### config.mk
export PLATFORM = sky130hd
export DESIGN_NAME = memory_control
export DESIGN_NICKNAME = d
export VERILOG_FILES = /design/src/rtl/memory_control.sv
export SDC_FILE = /design/constraint.sdc
export NUM_CORES = 1
export LEC_CHECK = 0
export ABC_AREA = 1
export CAP_MARGIN = 40
export CORE_AREA = 2 2 104 106
export DETAILED_ROUTE_END_ITERATION = 6
export DIE_AREA = 0 0 106 108
export DONT_BUFFER_PORTS = 1
export HOLD_SLACK_MARGIN = 0.05
export SKIP_CTS_REPAIR_TIMING = 1
export SYNTH_ARGS = -nofsm -noshare
export SYNTH_HDL_FRONTEND = slang
export SYNTH_SLANG_ARGS = --single-unit
### constraint.sdc
create_clock -name CLK -period 2.78 [get_ports CLK]
set_input_delay 0.556 -clock CLK [delete_from_list [all_inputs] [get_ports CLK]]
set_output_delay 0.556 -clock CLK [all_outputs]
set_load 0.05 [all_outputs]
### src/rtl/memory_control.sv
// Memory arbiter between instruction and data caches and a single RAM port.
// Grants one access at a time, alternates on contention, and reports RAM
// errors or stalled accesses as a fault word plus a sticky ramerr flag.
module memory_control (
  input  logic        CLK,
  input  logic        nRST,
  input  logic        iREN,
  input  logic        dREN,
  input  logic        dWEN,
  input  logic [31:0] iaddr,
  input  logic [31:0] daddr,
  input  logic [31:0] dstore,
  output logic        iwait,
  output logic        dwait,
  output logic [31:0] iload,
  output logic [31:0] dload,
  output logic        ramREN,
  output logic        ramWEN,
  output logic [31:0] ramaddr,
  output logic [31:0] ramstore,
  input  logic [31:0] ramload,
  input  logic [1:0]  ramstate,
  output logic        ramerr
);

  localparam logic [31:0] FAULT_WORD = 32'hBAD1BAD1;
  localparam logic [1:0]  RAM_ACCESS = 2'd2;
  localparam logic [1:0]  RAM_ERROR  = 2'd3;

  typedef enum logic [1:0] {IDLE, DACC, IACC} state_t;
  typedef enum logic {GRANT_DATA, GRANT_INSTR} grant_t;

  state_t      state, nxt;
  grant_t      last_grant;
  logic [7:0]  tmo;
  logic [31:0] ihold, dhold;
  logic        ilatch, dlatch, set_err;
  logic        dreq, fault;

  assign dreq  = dREN | dWEN;
  // A stalled access that has waited 255 cycles is treated like a RAM error.
  assign fault = (ramstate == RAM_ERROR) || (tmo == 8'hFF);

  // State register
  always_ff @(posedge CLK or negedge nRST)
    if (!nRST) state <= IDLE;
    else       state <= nxt;

  // Remember who was granted last so contention alternates
  always_ff @(posedge CLK or negedge nRST)
    if (!nRST)
      last_grant <= GRANT_INSTR;
    else if (state == IDLE && nxt != IDLE)
      last_grant <= (nxt == IACC) ? GRANT_INSTR : GRANT_DATA;

  // Timeout counter: held at 0 in IDLE so every access starts from 0, saturates at 255
  always_ff @(posedge CLK or negedge nRST)
    if (!nRST)
      tmo <= '0;
    else if (state == IDLE)
      tmo <= '0;
    else if (ramstate != RAM_ACCESS && tmo != 8'hFF)
      tmo <= tmo + 8'd1;

  // Load hold registers capture whatever the load outputs show on completion/fault
  always_ff @(posedge CLK or negedge nRST)
    if (!nRST) begin
      ihold <= '0;
      dhold <= '0;
    end else begin
      if (ilatch) ihold <= iload;
      if (dlatch) dhold <= dload;
    end

  // Sticky fault flag, cleared only by reset
  always_ff @(posedge CLK or negedge nRST)
    if (!nRST)        ramerr <= 1'b0;
    else if (set_err) ramerr <= 1'b1;

  // Next state and all RAM/cache-side outputs; abort is checked before fault/completion
  always_comb begin
    nxt      = state;
    iwait    = 1'b1;
    dwait    = 1'b1;
    ramREN   = 1'b0;
    ramWEN   = 1'b0;
    ramaddr  = '0;
    ramstore = '0;
    iload    = ihold;
    dload    = dhold;
    ilatch   = 1'b0;
    dlatch   = 1'b0;
    set_err  = 1'b0;
    case (state)
      IDLE: begin
        if (dreq && iREN) nxt = (last_grant == GRANT_INSTR) ? DACC : IACC;
        else if (dreq)    nxt = DACC;
        else if (iREN)    nxt = IACC;
      end
      DACC: begin
        ramaddr  = daddr;
        ramstore = dstore;
        ramWEN   = dWEN;
        ramREN   = dREN & ~dWEN;
        if (!dreq) begin
          nxt = IDLE;
        end else if (fault) begin
          dwait   = 1'b0;
          dload   = FAULT_WORD;
          dlatch  = 1'b1;
          set_err = 1'b1;
          nxt     = IDLE;
        end else if (ramstate == RAM_ACCESS) begin
          dwait = 1'b0;
          nxt   = IDLE;
          if (!dWEN) begin
            dload  = ramload;
            dlatch = 1'b1;
          end
        end
      end
      IACC: begin
        ramaddr = iaddr;
        ramREN  = 1'b1;
        if (!iREN) begin
          nxt = IDLE;
        end else if (fault) begin
          iwait   = 1'b0;
          iload   = FAULT_WORD;
          ilatch  = 1'b1;
          set_err = 1'b1;
          nxt     = IDLE;
        end else if (ramstate == RAM_ACCESS) begin
          iwait  = 1'b0;
          iload  = ramload;
          ilatch = 1'b1;
          nxt    = IDLE;
        end
      end
      default: nxt = IDLE;
    endcase
  end

endmodule

======== Word level (Yosys, flattened, before mapping) ========
Index checks and enable logic that the tools add are counted.
W data, S select, Z words.
word-level totals
  input port bits ......................... 135
  logic and storage cells ................. 69
  register bits ........................... 76
operators by class
  equal/unequal tests ..................... 8
  $add $sub $neg .......................... 1
  reduce and logical (&&, ||, !) cells .... 7
  muxes and demuxes ....................... 44
  bitwise operators ....................... 3
operators with widths
  cell                   number
  $mux W32               10
  $pmux W32 S2           1
  $mux W1                20
  $mux W2                8
  $mux W8                2
  $add A8 B1 Y8 const B  1
  $eq A2 B2 Y1 const B   4
  $eq A8 B8 Y1 const B   1
  $ne A8 B8 Y1 const B   1
  $pmux W2 S3            1
  $pmux W1 S2            2
  $reduce_bool A2 Y1     2
  $logic_and A1 B1 Y1    3
  $eq A2 B1 Y1 const B   1
  $logic_not A2 Y1       1
  $ne A2 B2 Y1 const B   1
  $and A1 B1 Y1          1
  $logic_or A1 B1 Y1     1
  $not A1 Y1             1
  $or A1 B1 Y1           1

======== Depth between registers and ports, before layout ========
  depth after elaboration ................. 7
  mapped depth ............................ 12

======== Worst setup path after synthesis ========
OpenSTA, ideal clock, no wires.
  kind .................................... flip-flop to output port
  start point ............................. register state[0]
  end point ............................... output port iload[10]
  buffers on the path ..................... 2
  cell stages (with the launch flop) ...... 10
  data required time ...................... 2.224 ns
  arrival time ............................ 2.402 ns
  setup slack ............................. -0.178 ns
  cell sequence ........................... dfrtp_1 inv_1 ha_1 buf_2 nand2_1 clkinv_1 nand2_2 inv_2 buf_4 a21oi_1
on the way
  longest elaborated chain between the ends .. 2
ends and longest elaborated chain
  what                      line  RTL
  start: declaration        33    state_t state, nxt;
  start signal: assignment  47    else state <= nxt;
  $eq A2 B2 Y1              94    case (state)
  $mux W32                  94
  end: declaration          15    output logic [31:0] iload,
No other way between the ends.

======== Worst setup path after layout ========
  start point ............................. register state[1]
  end point ............................... output port dload[10]
on the way
  longest elaborated chain between the ends .. 2
ends and longest elaborated chain
  what              line  RTL
  $eq A2 B1 Y1      94
  $mux W32          94
  end: declaration  16    output logic [31:0] dload,
No other way between the ends.

==> run_results.csv <==
group,metric,value,unit
outcome,outcome,"finished clean",
synth,syn_std_cell_area,4430,um2
setup_path,critical_path_arrival,2170,ps
floorplanning,boundaryPins,268,
routing,finalWirelength,15700,um
setup_path,crit_buf_inv,5,
place,io_buffer_count,0,
cts,clock_latency,350,ps
setup_path,slowest_stage,"sky130_fd_sc_hd__dfrtp_1",
timing,rsz_0062_raised_after_global_routing,"yes",
synth,syn_area_per_cell,6.87,um2
synth,postSynthCellCount,645,
routing,dr.first_iter.drc_count,313,
floorplanning,floorplan.rows,37,
floorplanning,core_area,10200,um2
synth,synth.cells.most_frequent,"sky130_fd_sc_hd__nand2_1 (268), sky130_fd_sc_hd__a21oi_1 (82), sky130_fd_sc_hd__inv_1 (78)",
power_and_ir_drop,power.total,9370,uW
timing,layout_min_cycle_time,2730,ps
floorplanning,die_width,106,um
grt,grt_pass1_wl,22900,um
power_and_ir_drop,p_int,4370,uW
cells_and_area,drive_above_1_share,24.1,%
routing,detail_route.first_pass.iterations,5,
timing,max_freq,367,MHz
synth,ys_async_sr_fraction,100,%
setup_path,timing.critical_path.to_type,"primary output",
power_and_ir_drop,swShare,53.3,%
power_and_ir_drop,p_switching,5000,uW
power_and_ir_drop,power.combinational.fraction,70.9,%
setup_path,worstPathCellList,"inv_2 > ha_4 > nand2_1 > or2_4 > nor2_4 > buf_4 > buf_8 > o21ai_1 > inv_1 > buf_12",
cells_and_area,filler_cell_count,915,
grt,global_route_usage_sum,25.9,%
run,maxCapViolations,0,
timing,totalNegativeSetupSlack,0,ps
power_and_ir_drop,clockPowerShare,10.4,%
routing,drc_errors,0,
place,place.gp.congestion,0.983,
cts,cts_max_path_bufs,2,
timing,final_min_period_over_clock_period,98.0,%
timing,final_setup_fails,0,
worst_hold_path,min-delay-path-class,"primary input to async pin",
cts,clk_pin_slew,80,ps
timing,maxSlewHeadroom,62.9,%
grt,first_global_vias,4380,
grt,antenna_found_initial,1,
setup_path,timing.critical_path.fanout_max,7,
timing,max_slew.worst_pin.slew,556,ps
setup_path,worstPathRequired,2220,ps
cells_and_area,nNetsFinal,886,
synth,synth_seq_area_share,43.0,%
routing,antenna_left,0,
grt,grt_start_max_net_pins,77,
synth,synth_top_area_share,42.4,%
setup_path,crit_path_max_incr_delay,420,ps
synth,yosys_most_used_dff,"sky130_fd_sc_hd__dfrtp_1",
floorplanning,initial_standard_cell_utilization_of_the_core,43.3,%
synth,synth_top_cells_by_area,"sky130_fd_sc_hd__dfrtp_1 (42%), sky130_fd_sc_hd__nand2_1 (23%), sky130_fd_sc_hd__a21oi_1 (9.3%), sky130_fd_sc_hd__inv_1 (6.6%), sky130_fd_sc_hd__nand3_1 (2.6%)",
synth,synth_most_common_cell,"sky130_fd_sc_hd__nand2_1",
cells_and_area,area_growth,43.2,%
cts,cts.root.buffer_cell,"sky130_fd_sc_hd__clkbuf_8",
synth,synth.distinct_cells,29,
place,detailed_place.area,5880,um2
synth,cell_taking_the_most_area_after_synthesis,"sky130_fd_sc_hd__dfrtp_1",
timing,final_hold_viol_count,0,
cts,clock_tree_from_tritoncts,"built",
routing,avgRoutedWirePerCell,17.7,um
power_and_ir_drop,peakVddDrop,0.000790,V
power_and_ir_drop,cellLeakagePower,0.00347,uW
synth,yosys_register_bits,76,
place,hpwl,12100,um
cts,cts_made_buffers,9,
power_and_ir_drop,power_frac_seq,18.8,%
cts,htreeDepth,3,
synth,yosys_warnings,0,
floorplanning,height_of_the_die,108,um
grt,global_route.overflow_total,0,
synth,synthesized_net_count,785,
synth,synth-edff-count,0,
cts,tritoncts_num_sinks,76,
cells_and_area,finalInstanceArea,6340,um2
floorplanning,dieArea,11400,um2
setup_path,timing.critical_path.from_type,"flop",
setup_path,timing.critical_path.max_delay_family,"buffers and inverters",
timing,drv_slew,0,
routing,drt-vias-per-instance,5.22,
routing,routed-via-count,4637,
power_and_ir_drop,cell_pwr_density,1480,nW/um2
setup_path,critPathKind,"flop to primary output",
timing,fin_skew,15.4,ps
cells by family after synthesis:
group,after synthesis,share of synthesized area (%)
AO/OA/AOI/OAI,110,12.8
flip-flops,76,43.0
buffers and inverters,114,10.9
AND/OR/NAND/NOR,338,31.5
adder cells (fa/ha/maj),5,1.41
XOR/XNOR,2,0.396
layout make-up:
type	instances	area, um2	area share [%]
clock buffers	10	138	2.17
repair inverters	1	11.3	0.178
repair buffers	118	1570	24.8
multi-input cells	456	2100	33.1
inverters	84	345	5.45
well taps	136	170	2.68
clock inverters	6	93.8	1.48
flip-flops and latches	76	1900	30.0
diodes	1	2.50	0.0395
through the flow:
stage               utilization (%)  cells  setup WS (ps)  hold WS, ps
global route                   62.0    888          -47.1          111
global placement               57.5    860            351          263
CTS                            59.8    876          -55.7         -115
finish                         62.0    888           54.4         63.1
floorplan                         -    645           -178          260
detailed placement             57.5    860            332          262
path summary, 6_finish.rpt:
path | start | to | slack, ps | cells after the start
worst max-delay path | state[1] | dload[10] | 50 | 10
worst min-delay path | nRST | dhold[11] | 60 | 1
worst min register to register | ihold[13] | ihold[13] | 480 | 2
min in group CLK | ramload[8] | ihold[8] | 400 | 2
max in group asynchronous | nRST | last_grant | 2030 | 1
worst max register to register | state[0] | last_grant | 980 | 9
power by group through the flow:
stage / logic, uW / registers [uW] / clock network (uW)
global route: 6980 / 1810 / 1040
floorplan: 4060 / 1730 / 0
finish: 6640 / 1760 / 971
global placement: 6480 / 1750 / 0
CTS: 6570 / 1750 / 981
detailed placement: 6560 / 1770 / 0
per-layer routing:
layer / track usage, % / part of all wire (%)
met1: 32.1 / 38
met2: 44.3 / 51
met3: 5.79 / 8.1
met4: 9.96 / 2.7
met5: 0 / 0
cell usage in the layout, fill, tap and decap left out, types with 2 or more instances in the layout:
cell type / count
sky130_fd_sc_hd__nand3_1: 23
sky130_fd_sc_hd__inv_1: 77
sky130_fd_sc_hd__nand2_2: 10
sky130_fd_sc_hd__inv_6: 2
sky130_fd_sc_hd__o21ai_0: 11
sky130_fd_sc_hd__ha_4: 2
sky130_fd_sc_hd__a21oi_1: 82
sky130_fd_sc_hd__inv_8: 3
sky130_fd_sc_hd__nor2_4: 2
sky130_fd_sc_hd__nand2_4: 2
sky130_fd_sc_hd__o21ai_1: 15
sky130_fd_sc_hd__buf_4: 61
sky130_fd_sc_hd__xor2_1: 2
sky130_fd_sc_hd__ha_1: 3
sky130_fd_sc_hd__buf_6: 2
sky130_fd_sc_hd__buf_12: 50
sky130_fd_sc_hd__nor2_1: 12
sky130_fd_sc_hd__dfrtp_1: 74
sky130_fd_sc_hd__clkbuf_8: 10
sky130_fd_sc_hd__buf_8: 2
sky130_fd_sc_hd__or2_2: 17
sky130_fd_sc_hd__bufinv_16: 2
sky130_fd_sc_hd__nand2_1: 268
sky130_fd_sc_hd__inv_2: 2
sequential cells by signal (all words and copies together) (netlist names):
name        count
dhold          32
ihold          32
last_grant      1
ramerr          1
state           2
tmo             8
(Power assumes the default switching activity.)
